File: config.mk
export PLATFORM = sky130hd
export DESIGN_NAME = alu_exec_unit
export DESIGN_NICKNAME = d
export VERILOG_FILES = /design/src/rtl/alu_pkg.sv /design/src/rtl/alu_exec_unit_comb.sv /design/src/rtl/alu_exec_unit.sv
export SDC_FILE = /design/constraint.sdc
export NUM_CORES = 1
export LEC_CHECK = 0
export BUFFER_PORTS_ARGS = -buffer_cell sky130_fd_sc_hd__buf_2
export CAP_MARGIN = 20
export CORE_UTILIZATION = 55
export DETAILED_ROUTE_END_ITERATION = 7
export PLACE_DENSITY = 0.88
export SYNTH_ARGS = -nofsm -noshare
export SYNTH_HDL_FRONTEND = slang
export SYNTH_SLANG_ARGS = --single-unit
File: constraint.sdc
create_clock -name clock_i -period 3.7 [get_ports clock_i]
set_clock_uncertainty 0.1 [all_clocks]
set_input_delay 0.37 -clock clock_i [delete_from_list [all_inputs] [get_ports clock_i]]
set_output_delay 0.37 -clock clock_i [all_outputs]
set_load 0.1 [all_outputs]
File: src/rtl/alu_pkg.sv
// Shared ALU selection codes, FSM state encoding and shift helpers for the
// execute-stage ALU and the upstream ALU control decoder.
package alu_pkg;

  localparam int XLEN = 32;

  localparam logic [3:0] ALU_ADD  = 4'b0000;
  localparam logic [3:0] ALU_SUB  = 4'b0001;
  localparam logic [3:0] ALU_SLLI = 4'b0010;
  localparam logic [3:0] ALU_OR   = 4'b0100;
  localparam logic [3:0] ALU_AND  = 4'b0101;
  localparam logic [3:0] ALU_SRLI = 4'b0110;
  localparam logic [3:0] ALU_XOR  = 4'b0111;
  localparam logic [3:0] ALU_SLL  = 4'b1000;
  localparam logic [3:0] ALU_SRL  = 4'b1001;
  localparam logic [3:0] ALU_SRA  = 4'b1010;
  localparam logic [3:0] ALU_SRAI = 4'b1011;
  localparam logic [3:0] ALU_SLT  = 4'b1101;
  localparam logic [3:0] ALU_SLTU = 4'b1111;

  localparam logic [1:0] ST_IDLE  = 2'b00;
  localparam logic [1:0] ST_SHIFT = 2'b01;
  localparam logic [1:0] ST_HOLD  = 2'b10;

  typedef enum logic [1:0] {
    SH_NONE,
    SH_LEFT,
    SH_RIGHT,
    SH_ARITH
  } shift_kind_t;

  function automatic shift_kind_t shiftKind(input logic [3:0] sel);
    shift_kind_t kind;
    case (sel)
      ALU_SLL, ALU_SLLI: kind = SH_LEFT;
      ALU_SRL, ALU_SRLI: kind = SH_RIGHT;
      ALU_SRA, ALU_SRAI: kind = SH_ARITH;
      default:           kind = SH_NONE;
    endcase
    return kind;
  endfunction

  // One step of the iterative shifter; arithmetic right replicates the sign bit.
  function automatic logic [XLEN-1:0] shiftOnce(input shift_kind_t kind,
                                                input logic [XLEN-1:0] value);
    logic [XLEN-1:0] r;
    case (kind)
      SH_LEFT:  r = {value[XLEN-2:0], 1'b0};
      SH_RIGHT: r = {1'b0, value[XLEN-1:1]};
      SH_ARITH: r = {value[XLEN-1], value[XLEN-1:1]};
      default:  r = value;
    endcase
    return r;
  endfunction

endpackage

File: src/rtl/alu_exec_unit_comb.sv
// Purely combinational single-cycle datapath: add/sub, logic, compares and flags.
// Shift codes pass op A through, which is the correct result for a zero shift amount.
module alu_comb
  import alu_pkg::*;
(
  input  logic [3:0]      aluSel_i,
  input  logic [XLEN-1:0] opA_i,
  input  logic [XLEN-1:0] opB_i,
  output logic [XLEN-1:0] result_o,
  output logic            zero_o,
  output logic            lt_o,
  output logic            ltu_o
);

  logic [XLEN-1:0] sum;
  logic [XLEN-1:0] diff;

  assign sum   = opA_i + opB_i;
  assign diff  = opA_i - opB_i;
  assign lt_o  = $signed(opA_i) < $signed(opB_i);
  assign ltu_o = opA_i < opB_i;

  always_comb begin
    result_o = sum;
    case (aluSel_i)
      ALU_ADD:  result_o = sum;
      ALU_SUB:  result_o = diff;
      ALU_OR:   result_o = opA_i | opB_i;
      ALU_AND:  result_o = opA_i & opB_i;
      ALU_XOR:  result_o = opA_i ^ opB_i;
      ALU_SLT:  result_o = {{(XLEN-1){1'b0}}, lt_o};
      ALU_SLTU: result_o = {{(XLEN-1){1'b0}}, ltu_o};
      ALU_SLL, ALU_SLLI, ALU_SRL, ALU_SRLI, ALU_SRA, ALU_SRAI:
                result_o = opA_i;
      default:  result_o = sum;
    endcase
  end

  assign zero_o = (result_o == '0);

endmodule

File: src/rtl/alu_exec_unit.sv
// Execute-stage ALU: single-cycle ops via alu_comb, shifts on an iterative
// 1-bit-per-cycle shifter, valid/ready handshake on both sides.
module alu_exec_unit
  import alu_pkg::*;
(
  input  logic            clock_i,
  input  logic            reset_i,
  input  logic            flush_i,
  input  logic            inValid_i,
  output logic            inReady_o,
  input  logic [3:0]      aluSel_i,
  input  logic [XLEN-1:0] opA_i,
  input  logic [XLEN-1:0] opB_i,
  output logic            outValid_o,
  input  logic            outReady_i,
  output logic [XLEN-1:0] result_o,
  output logic            zero_o,
  output logic            lt_o,
  output logic            ltu_o,
  output logic            busy_o
);

  logic [1:0]      state_q, state_d;
  logic [XLEN-1:0] work_q, work_d;
  logic [4:0]      count_q, count_d;
  shift_kind_t     kind_q, kind_d;
  logic            ltHold_q, ltHold_d;
  logic            ltuHold_q, ltuHold_d;
  logic [XLEN-1:0] result_q, result_d;
  logic            zero_q, zero_d;
  logic            lt_q, lt_d;
  logic            ltu_q, ltu_d;

  logic [XLEN-1:0] combResult;
  logic            combZero, combLt, combLtu;
  logic [XLEN-1:0] shifted;
  logic            accept;
  shift_kind_t     selKind;
  logic [4:0]      shamt;

  alu_comb uComb (
    .aluSel_i (aluSel_i),
    .opA_i    (opA_i),
    .opB_i    (opB_i),
    .result_o (combResult),
    .zero_o   (combZero),
    .lt_o     (combLt),
    .ltu_o    (combLtu)
  );

  assign inReady_o = !reset_i && !flush_i &&
                     ((state_q == ST_IDLE) || ((state_q == ST_HOLD) && outReady_i));
  assign accept    = inValid_i && inReady_o;
  assign selKind   = shiftKind(aluSel_i);
  assign shamt     = opB_i[4:0];
  assign shifted   = shiftOnce(kind_q, work_q);

  // Compare flags of a shift are latched at accept and published with the final result.
  always_comb begin
    state_d   = state_q;
    work_d    = work_q;
    count_d   = count_q;
    kind_d    = kind_q;
    ltHold_d  = ltHold_q;
    ltuHold_d = ltuHold_q;
    result_d  = result_q;
    zero_d    = zero_q;
    lt_d      = lt_q;
    ltu_d     = ltu_q;

    if (flush_i) begin
      state_d = ST_IDLE;
      count_d = '0;
    end else begin
      case (state_q)
        ST_SHIFT: begin
          work_d  = shifted;
          count_d = count_q - 5'd1;
          if (count_q == 5'd1) begin
            result_d = shifted;
            zero_d   = (shifted == '0);
            lt_d     = ltHold_q;
            ltu_d    = ltuHold_q;
            state_d  = ST_HOLD;
          end
        end
        ST_IDLE, ST_HOLD: begin
          if (accept) begin
            if ((selKind != SH_NONE) && (shamt != 5'd0)) begin
              work_d    = opA_i;
              count_d   = shamt;
              kind_d    = selKind;
              ltHold_d  = combLt;
              ltuHold_d = combLtu;
              state_d   = ST_SHIFT;
            end else begin
              result_d = combResult;
              zero_d   = combZero;
              lt_d     = combLt;
              ltu_d    = combLtu;
              state_d  = ST_HOLD;
            end
          end else if ((state_q == ST_HOLD) && outReady_i) begin
            state_d = ST_IDLE;
          end
        end
        default: begin
          state_d = ST_IDLE;
          count_d = '0;
        end
      endcase
    end
  end

  always_ff @(posedge clock_i) begin
    if (reset_i) begin
      state_q   <= ST_IDLE;
      work_q    <= '0;
      count_q   <= '0;
      kind_q    <= SH_NONE;
      ltHold_q  <= 1'b0;
      ltuHold_q <= 1'b0;
      result_q  <= '0;
      zero_q    <= 1'b0;
      lt_q      <= 1'b0;
      ltu_q     <= 1'b0;
    end else begin
      state_q   <= state_d;
      work_q    <= work_d;
      count_q   <= count_d;
      kind_q    <= kind_d;
      ltHold_q  <= ltHold_d;
      ltuHold_q <= ltuHold_d;
      result_q  <= result_d;
      zero_q    <= zero_d;
      lt_q      <= lt_d;
      ltu_q     <= ltu_d;
    end
  end

  assign outValid_o = (state_q == ST_HOLD);
  assign busy_o     = (state_q == ST_SHIFT);
  assign result_o   = result_q;
  assign zero_o     = zero_q;
  assign lt_o       = lt_q;
  assign ltu_o      = ltu_q;

endmodule

==> results_dict.tcl <==
set metrics [dict create \
    hold_depth 2 \
    drtIter0Drc 1896 \
    ctsHtreeMaxLevel 3 \
    avgViaCountPerCell 6.59 \
    dpl-instance-area_sq_um 12500 \
    fmaxAchievable_mhz 282 \
    fin_crit_sh_pct 95.9 \
    ir_worst_vdd_v 0.000447 \
    synth-compound-area-share_pct 33.8 \
    dr.pass1.iters 6 \
    ys_seq_elements 78 \
    slowest_delay_ns 0.54 \
    cts-hold-fix-buffers 0 \
    regToRegStartpoint "state_q[1]" \
    path_class "in2reg" \
    path_cells "buf_2 -> ha_1 -> fa_1 -> xor2_1 -> a221o_1 -> a211o_1 -> or4_1 -> nor3_2 -> nand4_1 -> nor4_4 -> nand4_1 -> nor4_2 -> a41o_1" \
    portBuffers 110 \
    period_needed_ns 3.55 \
    setup_viol 0 \
    run_status "finished clean" \
    synth.area.top_cells "dfxtp_1 16%, ha_1 12%, mux2i_1 7.4%" \
    wl_per_cell_microns 20.6 \
    crit_top_cell "nand4_1" \
    synthAdderAreaFrac_pct 12.6 \
    root_buffer "clkbuf_16" \
    clock_latency_ns 0.36 \
    core_sq_um 17900 \
    grt.total_usage_pct 43.0 \
    vias 13013 \
    tightest_slew_ns 1.02 \
    synthToLayoutAreaGrowth_pct 28.1 \
    final_util_pct 71.8 \
    rows 49 \
    cp_max_fo 4 \
    ios 111 \
    cap_violations 0 \
    synth_common_cells "173 x nor2_1, 129 x a21oi_1, 122 x nand2_1, 119 x o21ai_0, 104 x inv_1" \
    final_area_sq_um 12900 \
    cp-startpoint "opA_i[0]" \
    dieArea_sq_um 18800 \
    syn_inst 1462 \
    end_kind "flip-flop" \
    synth_xor_area_share_pct 1.13 \
    grt_pass1_wl_mm 62.5 \
    cts_tree "built" \
    yosysMostFrequentCell "nor2_1" \
    synth_cell_type_count 72 \
    yosys_warnings 0 \
    required_ns 3.90 \
    crit_path_end "zero_o" \
    multi_input_area_sq_um 7780 \
    hold_ws_ns 0.192 \
    fillers 1456 \
    critical_path_arrival_ns 3.75 \
    synth_nets 1635 \
    drive_gt1_share_pct 24.1 \
    syn_area_sq_um 10000 \
    worstRegToRegCells 10 \
    cp-start-kind "primary input" \
    ys_seq_area_share_pct 15.6 \
    gp_congestion 1.01 \
    hold_viol 0 \
    die-width_microns 137 \
    n_antenna_cell 0 \
    maxSlewHeadroom_pct 31.8 \
    synth_edf_count 0 \
    cts_buffer_depth 2 \
    netlist.top_cell.by_area "dfxtp_1" \
    total_power_uw 3570 \
    initial_core_util_pct 56.0 \
    powerDensity_nw_per_um2 277 \
    slowest_stage "or4_1" \
    hold_path.class "in2reg" \
    clkTransAtPathRegs_ns 0.07 \
    yosys-mux-area-fraction_pct 7.83 \
    avgSynthCellArea_sq_um 6.86 \
    ys_async_sr_fraction_pct 0 \
    finalWorstSetupSlack_ns 0.150 \
    power_leakage_uw 0.00569 \
    rr_endpoint "zero_o" \
    wirelength_mm 40.6 \
    synth_top_family_by_area "compound AO/OA/AOI/OAI gates" \
    seq_area_sq_um 1570 \
    ant_nets 0 \
    grt-ovfl-total 0 \
    final_nets 1914 \
    pre_cts_ws_ns -0.277 \
    grt_pass1_vias 11958 \
    antenna_found_initial 0 \
    rrSetupSlack_ns 0.61 \
    dp_hpwl_mm 31.9 \
    dieHeight_microns 137 \
    clock_sinks 78 \
    synth-main-ff-cell "dfxtp_1" \
    numCtsBuffers 9 \
    grt_max_degree 79 \
    synth_top_area_share_pct 15.6 \
    route.detailed.drc 0 \
    synth-simple-area-share_pct 21.0 \
    maxSlewViolCount 0 \
]
## kinds of logic (layout without fill, tap and decap cells)
group | count (synthesis) | count (layout)
muxes | 78 | 78
buffers and inverters | 210 | 494
DFF | 78 | 78
adders and majority gates | 100 | 100
AOI/OAI and AO/OA | 521 | 521
xor gates and xnor gates | 13 | 13
and+or+nand+nor | 462 | 462
## flip-flops by register name, summed over array words and instances (netlist names)
register,cells
ltuHold_q,1
state_q,2
ltHold_q,1
work_q,32
result_o,32
count_q,5
ltu_o,1
lt_o,1
kind_q,2
zero_o,1
## repair_timing
action	in CTS	in global routing
setup endpoints to repair	0	1
buffers inserted	0	0
gates resized for setup	0	11
## worst min path at each step
stage | end | slack [ns] | start
floorplan | ltuHold_q | 0.34 | ltuHold_q
global placement | result_o[0] | 0.34 | result_o[0]
detailed placement | result_o[0] | 0.34 | result_o[0]
CTS | count_q[4] | 0.20 | flush_i
global route | count_q[4] | 0.22 | flush_i
finish | count_q[4] | 0.19 | flush_i
## power by group
| group | internal [uW] | total [uW] | leakage (uW) | switching (uW) |
|---|---|---|---|---|
| sequential | 871 | 899 | 0.000634 | 27.8 |
| combinational | 714 | 1800 | 0.00492 | 1090 |
| clock | 469 | 866 | 0.000138 | 398 |
## final cells by class
type	instances	share of cell area (%)
Clock buffer	9	1.75
Sequential cell	78	12.2
Timing Repair Buffer	373	19.7
Clock inverter	7	0.467
Multi-Input combinational cell	1174	60.6
Tap cell	229	2.23
Inverter	105	3.07
## critical path, delay by kind of cell
kind                     cells  cell delay (ns)
AO/OA/AOI/OAI                3             0.79
buffers and inverters        1             0.14
AND/OR/NAND/NOR              6             1.60
XOR/XNOR                     1             0.16
adder cells (fa/ha/maj)      2             0.70
## layer usage
metal | share of wire, % | vias up | global-route usage, %
li1 | - | 5907 | -
met1 | 39 | 5977 | 55.9
met2 | 44 | 933 | 67.8
met3 | 12 | 196 | 7.89
met4 | 5.2 | 0 | 21.2
met5 | 0 | - | 0
## cell usage in the layout, fill, tap and decap left out, drive strengths merged, types with 32 or more instances in the layout
cell type	instances
buf	373
nor2	173
a21oi	129
nand2	122
o21ai	120
inv	110
ha	98
dfxtp	78
mux2i	74
a211oi	49
o211ai	33
nor3	32
## metrics by stage
step / cells / TNS, ns
3_5_place_dp: 1959 / -0.344
2_1_floorplan: 1462 / 0
6_report: 1975 / 0
4_1_cts: 1975 / 0
5_1_grt: 1975 / -0.00102
3_3_place_gp: 1959 / -0.443
No activity file was read; power rests on OpenSTA's default activity.
